File: config.mk
export PLATFORM = sky130hd
export DESIGN_NAME = mem_bus_ctrl_flat
export DESIGN_NICKNAME = d
export VERILOG_FILES = /design/src/rtl/mem_bus_ctrl_if.sv /design/src/rtl/mem_bus_ctrl.sv /design/src/flat_wrapper.sv
export SDC_FILE = /design/constraint.sdc
export NUM_CORES = 1
export LEC_CHECK = 0
export ABC_AREA = 1
export BUFFER_PORTS_ARGS = -buffer_cell sky130_fd_sc_hd__buf_2
export CAP_MARGIN = 10
export CORE_AREA = 8 8 74 88
export CTS_CLUSTER_SIZE = 16
export DETAILED_ROUTE_END_ITERATION = 12
export DIE_AREA = 0 0 82 96
export GPL_TIMING_DRIVEN = 0
export HOLD_SLACK_MARGIN = 0.03
export MAX_ROUTING_LAYER = met4
export PLACE_DENSITY_LB_ADDON = 0.15
export RECOVER_POWER = 100
export SLEW_MARGIN = 20
export SYNTH_ARGS = -nofsm -noshare
export SYNTH_HDL_FRONTEND = slang
export SYNTH_SLANG_ARGS = --single-unit
File: constraint.sdc
create_clock -name ph2 -period 4.1 [get_ports ph2]
set_input_delay 0.615 -clock ph2 [delete_from_list [all_inputs] [get_ports ph2]]
set_output_delay 0.615 -clock ph2 [all_outputs]
set_load 0.05 [all_outputs]
File: src/rtl/mem_bus_ctrl_if.sv
// CPU and memory-side signal bundle for mem_bus_ctrl.
// The slave modport is the controller; the master modport is the CPU plus the RAM/ROM arrays.
interface mem_bus_ctrl_if #(
    parameter int RAM_AW = 12,
    parameter int ROM_AW = 12
);
    logic              cpu_req;
    logic              cpu_we;
    logic [15:0]       cpu_addr;
    logic [7:0]        cpu_wdata;
    logic [7:0]        cpu_rdata;
    logic              cpu_ready;
    logic              ram_cs;
    logic              ram_we;
    logic [RAM_AW-1:0] ram_addr;
    logic [7:0]        ram_wdata;
    logic [7:0]        ram_rdata;
    logic              rom_cs;
    logic [ROM_AW-1:0] rom_addr;
    logic [7:0]        rom_rdata;
    logic              bus_err;
    logic              err_clr;

    modport slave (
        input  cpu_req, cpu_we, cpu_addr, cpu_wdata, ram_rdata, rom_rdata, err_clr,
        output cpu_rdata, cpu_ready, ram_cs, ram_we, ram_addr, ram_wdata, rom_cs, rom_addr, bus_err
    );

    modport master (
        output cpu_req, cpu_we, cpu_addr, cpu_wdata, ram_rdata, rom_rdata, err_clr,
        input  cpu_rdata, cpu_ready, ram_cs, ram_we, ram_addr, ram_wdata, rom_cs, rom_addr, bus_err
    );
endinterface

File: src/rtl/mem_bus_ctrl.sv
// 6502 memory-port bus controller: decodes RAM/ROM/unmapped space, inserts
// per-region wait states, returns read data with a one-cycle ready pulse.
module mem_bus_ctrl #(
    parameter int         RAM_AW        = 12,
    parameter int         ROM_AW        = 12,
    parameter int         RAM_WS        = 0,
    parameter int         ROM_WS        = 1,
    parameter logic [7:0] UNMAPPED_DATA = 8'hFF
) (
    input  logic          ph2,
    input  logic          resetb,
    mem_bus_ctrl_if.slave bus
);
    localparam logic [16:0] RAM_TOP  = 17'(1 << RAM_AW);
    localparam logic [16:0] ROM_BASE = 17'(65536 - (1 << ROM_AW));

    typedef enum logic [1:0] {S_IDLE, S_ACCESS, S_WAIT, S_DONE} state_t;
    typedef enum logic [1:0] {REG_RAM, REG_ROM, REG_NONE} region_t;

    state_t            r_state;
    region_t           r_region;
    logic              r_we;
    logic [3:0]        r_cnt;
    logic [7:0]        r_rdata;
    logic              r_ready;
    logic              r_ram_cs;
    logic              r_ram_we;
    logic [RAM_AW-1:0] r_ram_addr;
    logic [7:0]        r_ram_wdata;
    logic              r_rom_cs;
    logic [ROM_AW-1:0] r_rom_addr;
    logic              r_bus_err;

    region_t w_region;
    logic    w_illegal;

    always_comb begin
        w_region = REG_NONE;
        if ({1'b0, bus.cpu_addr} < RAM_TOP)
            w_region = REG_RAM;
        else if ({1'b0, bus.cpu_addr} >= ROM_BASE)
            w_region = REG_ROM;
    end

    // ROM writes and anything outside both arrays raise the sticky error.
    assign w_illegal = (w_region == REG_NONE) || ((w_region == REG_ROM) && bus.cpu_we);

    // Strobes are registered on the request edge so they are visible exactly during ACCESS.
    always_ff @(posedge ph2 or negedge resetb) begin
        if (!resetb) begin
            r_state     <= S_IDLE;
            r_region    <= REG_NONE;
            r_we        <= 1'b0;
            r_cnt       <= 4'd0;
            r_rdata     <= 8'd0;
            r_ready     <= 1'b0;
            r_ram_cs    <= 1'b0;
            r_ram_we    <= 1'b0;
            r_ram_addr  <= '0;
            r_ram_wdata <= 8'd0;
            r_rom_cs    <= 1'b0;
            r_rom_addr  <= '0;
            r_bus_err   <= 1'b0;
        end else begin
            r_ram_cs <= 1'b0;
            r_ram_we <= 1'b0;
            r_rom_cs <= 1'b0;
            r_ready  <= 1'b0;
            if (bus.err_clr)
                r_bus_err <= 1'b0;

            case (r_state)
                S_IDLE: begin
                    if (bus.cpu_req) begin
                        r_state     <= S_ACCESS;
                        r_region    <= w_region;
                        r_we        <= bus.cpu_we;
                        r_ram_addr  <= bus.cpu_addr[RAM_AW-1:0];
                        r_ram_wdata <= bus.cpu_wdata;
                        r_rom_addr  <= bus.cpu_addr[ROM_AW-1:0];
                        r_ram_cs    <= (w_region == REG_RAM);
                        r_ram_we    <= (w_region == REG_RAM) && bus.cpu_we;
                        r_rom_cs    <= (w_region == REG_ROM) && !bus.cpu_we;
                        if (w_illegal)
                            r_bus_err <= 1'b1;
                    end
                end
                S_ACCESS: begin
                    case (r_region)
                        REG_RAM: r_cnt <= 4'(RAM_WS);
                        REG_ROM: r_cnt <= 4'(ROM_WS);
                        default: r_cnt <= 4'd0;
                    endcase
                    r_state <= S_WAIT;
                end
                S_WAIT: begin
                    if (r_cnt == 4'd0) begin
                        if (!r_we) begin
                            case (r_region)
                                REG_RAM: r_rdata <= bus.ram_rdata;
                                REG_ROM: r_rdata <= bus.rom_rdata;
                                default: r_rdata <= UNMAPPED_DATA;
                            endcase
                        end
                        r_ready <= 1'b1;
                        r_state <= S_DONE;
                    end else begin
                        r_cnt <= r_cnt - 4'd1;
                    end
                end
                S_DONE:  r_state <= S_IDLE;
                default: r_state <= S_IDLE;
            endcase
        end
    end

    assign bus.cpu_rdata = r_rdata;
    assign bus.cpu_ready = r_ready;
    assign bus.ram_cs    = r_ram_cs;
    assign bus.ram_we    = r_ram_we;
    assign bus.ram_addr  = r_ram_addr;
    assign bus.ram_wdata = r_ram_wdata;
    assign bus.rom_cs    = r_rom_cs;
    assign bus.rom_addr  = r_rom_addr;
    assign bus.bus_err   = r_bus_err;
endmodule

File: src/flat_wrapper.sv
// flat-port wrapper written by rule: the top's interface ports become plain ports
module mem_bus_ctrl_flat 
#(
    parameter int         RAM_AW        = 12,
    parameter int         ROM_AW        = 12,
    parameter int         RAM_WS        = 0,
    parameter int         ROM_WS        = 1,
    parameter logic [7:0] UNMAPPED_DATA = 8'hFF
)
  (ph2, resetb, bus_cpu_req, bus_cpu_we, bus_cpu_addr, bus_cpu_wdata, bus_ram_rdata, bus_rom_rdata, bus_err_clr, bus_cpu_rdata, bus_cpu_ready, bus_ram_cs, bus_ram_we, bus_ram_addr, bus_ram_wdata, bus_rom_cs, bus_rom_addr, bus_bus_err);
  mem_bus_ctrl_if #(.RAM_AW(RAM_AW), .ROM_AW(ROM_AW)) bus_i ();
  input  logic ph2;
  input  logic resetb;
  input wire logic [$bits(bus_i.cpu_req)-1:0] bus_cpu_req;
  input wire logic [$bits(bus_i.cpu_we)-1:0] bus_cpu_we;
  input wire logic [$bits(bus_i.cpu_addr)-1:0] bus_cpu_addr;
  input wire logic [$bits(bus_i.cpu_wdata)-1:0] bus_cpu_wdata;
  input wire logic [$bits(bus_i.ram_rdata)-1:0] bus_ram_rdata;
  input wire logic [$bits(bus_i.rom_rdata)-1:0] bus_rom_rdata;
  input wire logic [$bits(bus_i.err_clr)-1:0] bus_err_clr;
  output wire logic [$bits(bus_i.cpu_rdata)-1:0] bus_cpu_rdata;
  output wire logic [$bits(bus_i.cpu_ready)-1:0] bus_cpu_ready;
  output wire logic [$bits(bus_i.ram_cs)-1:0] bus_ram_cs;
  output wire logic [$bits(bus_i.ram_we)-1:0] bus_ram_we;
  output wire logic [$bits(bus_i.ram_addr)-1:0] bus_ram_addr;
  output wire logic [$bits(bus_i.ram_wdata)-1:0] bus_ram_wdata;
  output wire logic [$bits(bus_i.rom_cs)-1:0] bus_rom_cs;
  output wire logic [$bits(bus_i.rom_addr)-1:0] bus_rom_addr;
  output wire logic [$bits(bus_i.bus_err)-1:0] bus_bus_err;
  assign bus_i.cpu_req = bus_cpu_req;
  assign bus_i.cpu_we = bus_cpu_we;
  assign bus_i.cpu_addr = bus_cpu_addr;
  assign bus_i.cpu_wdata = bus_cpu_wdata;
  assign bus_i.ram_rdata = bus_ram_rdata;
  assign bus_i.rom_rdata = bus_rom_rdata;
  assign bus_i.err_clr = bus_err_clr;
  assign bus_cpu_rdata = bus_i.cpu_rdata;
  assign bus_cpu_ready = bus_i.cpu_ready;
  assign bus_ram_cs = bus_i.ram_cs;
  assign bus_ram_we = bus_i.ram_we;
  assign bus_ram_addr = bus_i.ram_addr;
  assign bus_ram_wdata = bus_i.ram_wdata;
  assign bus_rom_cs = bus_i.rom_cs;
  assign bus_rom_addr = bus_i.rom_addr;
  assign bus_bus_err = bus_i.bus_err;
  mem_bus_ctrl #(.RAM_AW(RAM_AW), .ROM_AW(ROM_AW), .RAM_WS(RAM_WS), .ROM_WS(ROM_WS), .UNMAPPED_DATA(UNMAPPED_DATA)) u_core (.ph2(ph2), .resetb(resetb), .bus(bus_i));
endmodule
* After elaboration in Yosys (flattened, before gate mapping)
Cells that the tools add are included.
** Storage, ports and cells
- Register bits :: 42
- Bits in latches :: 0
- Bits in writable memories :: 0
- Memory bits (read-only) :: 0
- Input port bits :: 45
- Output and inout port bits :: 45
- Logic and storage cells :: 60
- Memories kept :: 0
** Cells by class
- $add $sub $neg :: 1
- $mul :: 0
- Divide/modulo/power cells :: 0
- Magnitude comparators :: 2
- Eq/ne operators :: 9
- Shifts and indexed selects :: 0
- Multiplexer cells :: 21
- Bitwise logic cells :: 1
- Reductions and logical operators :: 14
** Operators with widths (number)
- 16-bit greater-or-equal comparator, second input constant :: 1
- 16-bit by 13-bit less-than comparator with 1-bit output, second input constant :: 1
- 8-bit one-hot mux with 2 select lines :: 1
- 1-bit two-way mux :: 13
- 2-bit two-way mux :: 4
- 2-bit one-hot mux with 4 select lines :: 1
- 4-bit one-hot mux with 2 select lines :: 1
- 2-bit by 1-bit equality test with 1-bit output, second input constant :: 3
- 2-bit equality test, second input constant :: 3
- 2-bit logical NOT :: 3
- 2-bit AND reduction :: 3
- 4-bit logical NOT :: 1
- 4-bit two-way mux :: 1
- 2-bit inequality test, second input constant :: 2
- 4-bit by 1-bit subtractor with 4-bit output, second input constant :: 1
- 1-bit logical AND :: 3
- 3-bit AND reduction :: 1
- 2-bit by 1-bit inequality test with 1-bit output, second input constant :: 1
- 2-bit nonzero test :: 1
- 1-bit logical NOT :: 1
- 1-bit logical OR :: 1
- 1-bit NOT :: 1

* Depth between registers and ports, before layout
- Depth in word-level cells :: 9
- Depth in mapped cells :: 9
- Gate-level depth less buffers :: 7

* Worst setup path before layout
Ideal clock, no wire load.
- Kind :: register to output
- From :: register, netlist name u_core.bus.ram_addr[0]
- To :: output bus_rom_addr[0]
- Data arrival time :: 904 ps
- Required time :: 3485 ps
- Setup slack :: 2581 ps
- Stages on the path, launching flop included :: 2
- Path buffers :: 1
- Path through :: dfrtp_1 buf_4
** RTL lines
- end, declared :: RTL line flat_wrapper.sv:28 : output wire logic [$bits(bus_i.rom_addr)-1:0] bus_rom_addr;

==> results.py <==
metrics = {
    "clocking": {
        "clock_path_buffers": 2,
        "path_clk_slew_ps": 80,
        "post-cts-setup-buffers": 0,
        "cts_buffers": 5,
        "cts.sinks": 42,
        "cts_tree": "done",
        "hold_buffers": 0,
        "htree_levels": 2,
        "insertion_delay_ps": 290,
        "post_cts_resized": 0,
        "cts_root_buf": "clkbuf_8",
    },
    "routing": {
        "routed_via_density": 4.36,
        "firstDrtPassIters": 4,
        "drc": 0,
        "wirelength_um": 4640,
        "dr_total_vias": 1697,
        "wl_per_cell_um": 11.9,
        "postRouteAntennaNets": 0,
        "dr.first_iter.drc_count": 49,
    },
    "sta": {
        "slew_headroom_pct": -50.1,
        "fmaxAchievable_mhz": 441,
        "rsz0062_at_grt": "false",
        "setup_violations": 0,
        "period_needed_ps": 2270,
        "hold_viol": 0,
        "finClkSkew_ps": 6.72,
        "tns_ps": 0,
        "slew_viol_final": 43,
        "fin_crit_sh_pct": 55.3,
        "tightest_slew_ps": 2250,
    },
    "die": {
        "core-area_mm2": 0.00515,
        "initial_utilization_pct": 38.2,
        "die-area_mm2": 0.00787,
        "die_y_um": 96,
        "row_count": 29,
        "ios": 90,
        "die_x_um": 82,
    },
    "place": {
        "portBuffers": 89,
        "dp_hpwl_um": 3500,
        "placed_cells": 381,
        "place_area_mm2": 0.00249,
        "place.gp.congestion": 0.756,
    },
    "critical_path": {
        "critPathMaxStageDelay_ps": 1570,
        "crit_path_end_kind": "async pin",
        "cp.required_ps": 4040,
        "worstPathArrival_ps": 2210,
        "timing.rr.start": "u_core.r_state[0]",
        "cp_slowest_cell": "clkbuf_1",
        "worstSetupStartpoint": "resetb",
        "worstSetupPathType": "in2async",
        "crit_buf_inv": 1,
        "crit_chain": "clkbuf_1",
        "r2r_end": "u_core.bus.cpu_rdata[5]",
        "r2r_slack_ps": 2040,
        "reg2reg_depth": 9,
        "cp-start-kind": "input port",
        "crit_family": "buffers and inverters",
        "cp_max_fo": 42,
    },
    "synth": {
        "syn_nets": 279,
        "syn_area_mm2": 0.00197,
        "synth_top_cell_area_share_pct": 52.2,
        "synth_area_leaders": "dfrtp_1 52%, nand2_1 19%, buf_4 5.7%, inv_1 3.6%, o21ai_2 3.6%",
        "synth_area_leader_cell": "dfrtp_1",
        "syn_avg_cell_area_um2": 8.55,
        "synthCells": 230,
        "ys_seq_area_share_pct": 53.5,
        "yosys_warnings": 0,
        "yosys_register_bits": 42,
        "synthDistinctLibCells": 24,
    },
    "global_route": {
        "antenna_found_initial": 0,
        "grt_max_degree": 43,
        "grt_use_total_pct": 12.7,
        "grt_pass1_wl_um": 7690,
        "overflow": 0,
        "first_global_vias": 1788,
    },
    "pwr": {
        "power_density_mw_per_mm2": 971,
        "ir_drop_uv": 505,
        "power_leakage_nw": 1.34,
    },
    "layout": {
        "nNetsFinal": 375,
        "fill_cells": 550,
        "antenna_cells": 0,
        "stdcell_area_mm2": 0.00247,
        "fin_cells": 389,
        "layout-drive-gt1-share_pct": 22.3,
        "syn_to_final_growth_pct": 25.8,
        "fin_util_pct": 48.0,
    },
    "hold_path": {
        "hold_end": "u_core.r_we",
        "min_from": "u_core.r_we",
        "whs_path_depth": 2,
        "hold_class": "reg2reg",
    },
    "outcome": {
        "run_status": "complete, but fails checks",
        "violations": "capacitance limit, slew limit",
    },
    "flow_run": {
        "drv_cap": 1,
    },
}
==> routing by layer <==
metal	vias up	part of all wire (%)	GRT usage [%]	routed length [um]
li1	883	-	-	-
met1	754	46	15.1	2120
met2	55	45	20.2	2110
met3	5	7.2	3.46	332
met4	0	1.5	4.40	71
met5	-	0	-	0
==> through the flow <==
| step | setup slack (ps) | power [mW] | hold WS, ps |
|---|---|---|---|
| floorplan | 2580 | 1.92 | 319 |
| global placement | 2600 | 2.25 | 460 |
| detailed placement | 2570 | 2.26 | 464 |
| CTS | 2420 | 2.55 | 485 |
| global route | 1340 | 2.58 | 495 |
| finish | 1830 | 2.40 | 487 |
==> report_power, final <==
| part | switching [mW] | total [mW] | internal, mW |
|---|---|---|---|
| Clock | 0.143 | 0.278 | 0.135 |
| Combinational | 1.10 | 1.42 | 0.321 |
| Sequential | 0.107 | 0.705 | 0.598 |
| Total | 1.35 | 2.40 | 1.05 |
==> cells in the final DEF (no fill, tap or decap), drive strengths merged <==
cell      count
a21oi         1
inv          21
clkbuf       57
nor3          1
nand2       100
clkinvlp      1
clkinv        2
or2           1
o21ai        22
o22ai         1
ha            4
nand4         2
dfstp         1
xor2          1
dfrtp        41
nor2          9
nand3         6
buf          56
==> synthesized netlist by cell type, drive strengths merged <==
library cell,n
o21ai,22
a21oi,1
inv,22
xor2,1
nor2,9
ha,4
or2,1
nand2,100
nor3,1
buf,18
o22ai,1
nand3,6
dfstp,1
nand4,2
dfrtp,41
==> final cells by class <==
type / instances / area (um^2) / area share [%]
sequential: 42 / 1050 / 42.5
multi-input combinational: 148 / 664 / 26.9
timing repair buffer: 89 / 388 / 15.7
buffer: 18 / 114 / 4.60
clock buffer: 6 / 82.6 / 3.34
inverter: 22 / 82.6 / 3.34
tap: 62 / 77.6 / 3.14
clock inverter: 2 / 12.5 / 0.506
==> cells by family (layout without fill, tap and decap cells) <==
group,count (synthesis),after routing,synth area share (%)
and+or+nand+nor,119,119,24.8
DFF,42,42,53.5
buffers and inverters,40,137,11.0
AOI/OAI and AO/OA,24,24,7.70
adders and majority gates,4,4,2.54
xor gates and xnor gates,1,1,0.445
==> sequential cells by signal, indices dropped and copies added (netlist names) <==
name,flops
u_core.bus.rom_cs,1
u_core.r_we,1
u_core.bus.cpu_ready,1
u_core.bus.ram_cs,1
u_core.bus.ram_we,1
u_core.r_cnt,4
u_core.bus.bus_err,1
u_core.bus.ram_addr,12
u_core.r_state,2
u_core.bus.cpu_rdata,8
u_core.r_region,2
u_core.bus.ram_wdata,8
==> worst max-delay path by stage <==
stage                              end  slack [ps]  cells past startpoint
2_1_floorplan          bus_rom_addr[0]        2580                      1
3_3_place_gp   u_core.bus.ram_wdata[4]        2600                      6
3_5_place_dp    u_core.bus.ram_addr[7]        2570                      6
4_1_cts                bus_rom_addr[3]        2420                      2
5_1_grt        u_core.bus.ram_wdata[3]        1340                      1
6_report       u_core.bus.ram_wdata[3]        1830                      1
(Power assumes the default switching activity.)
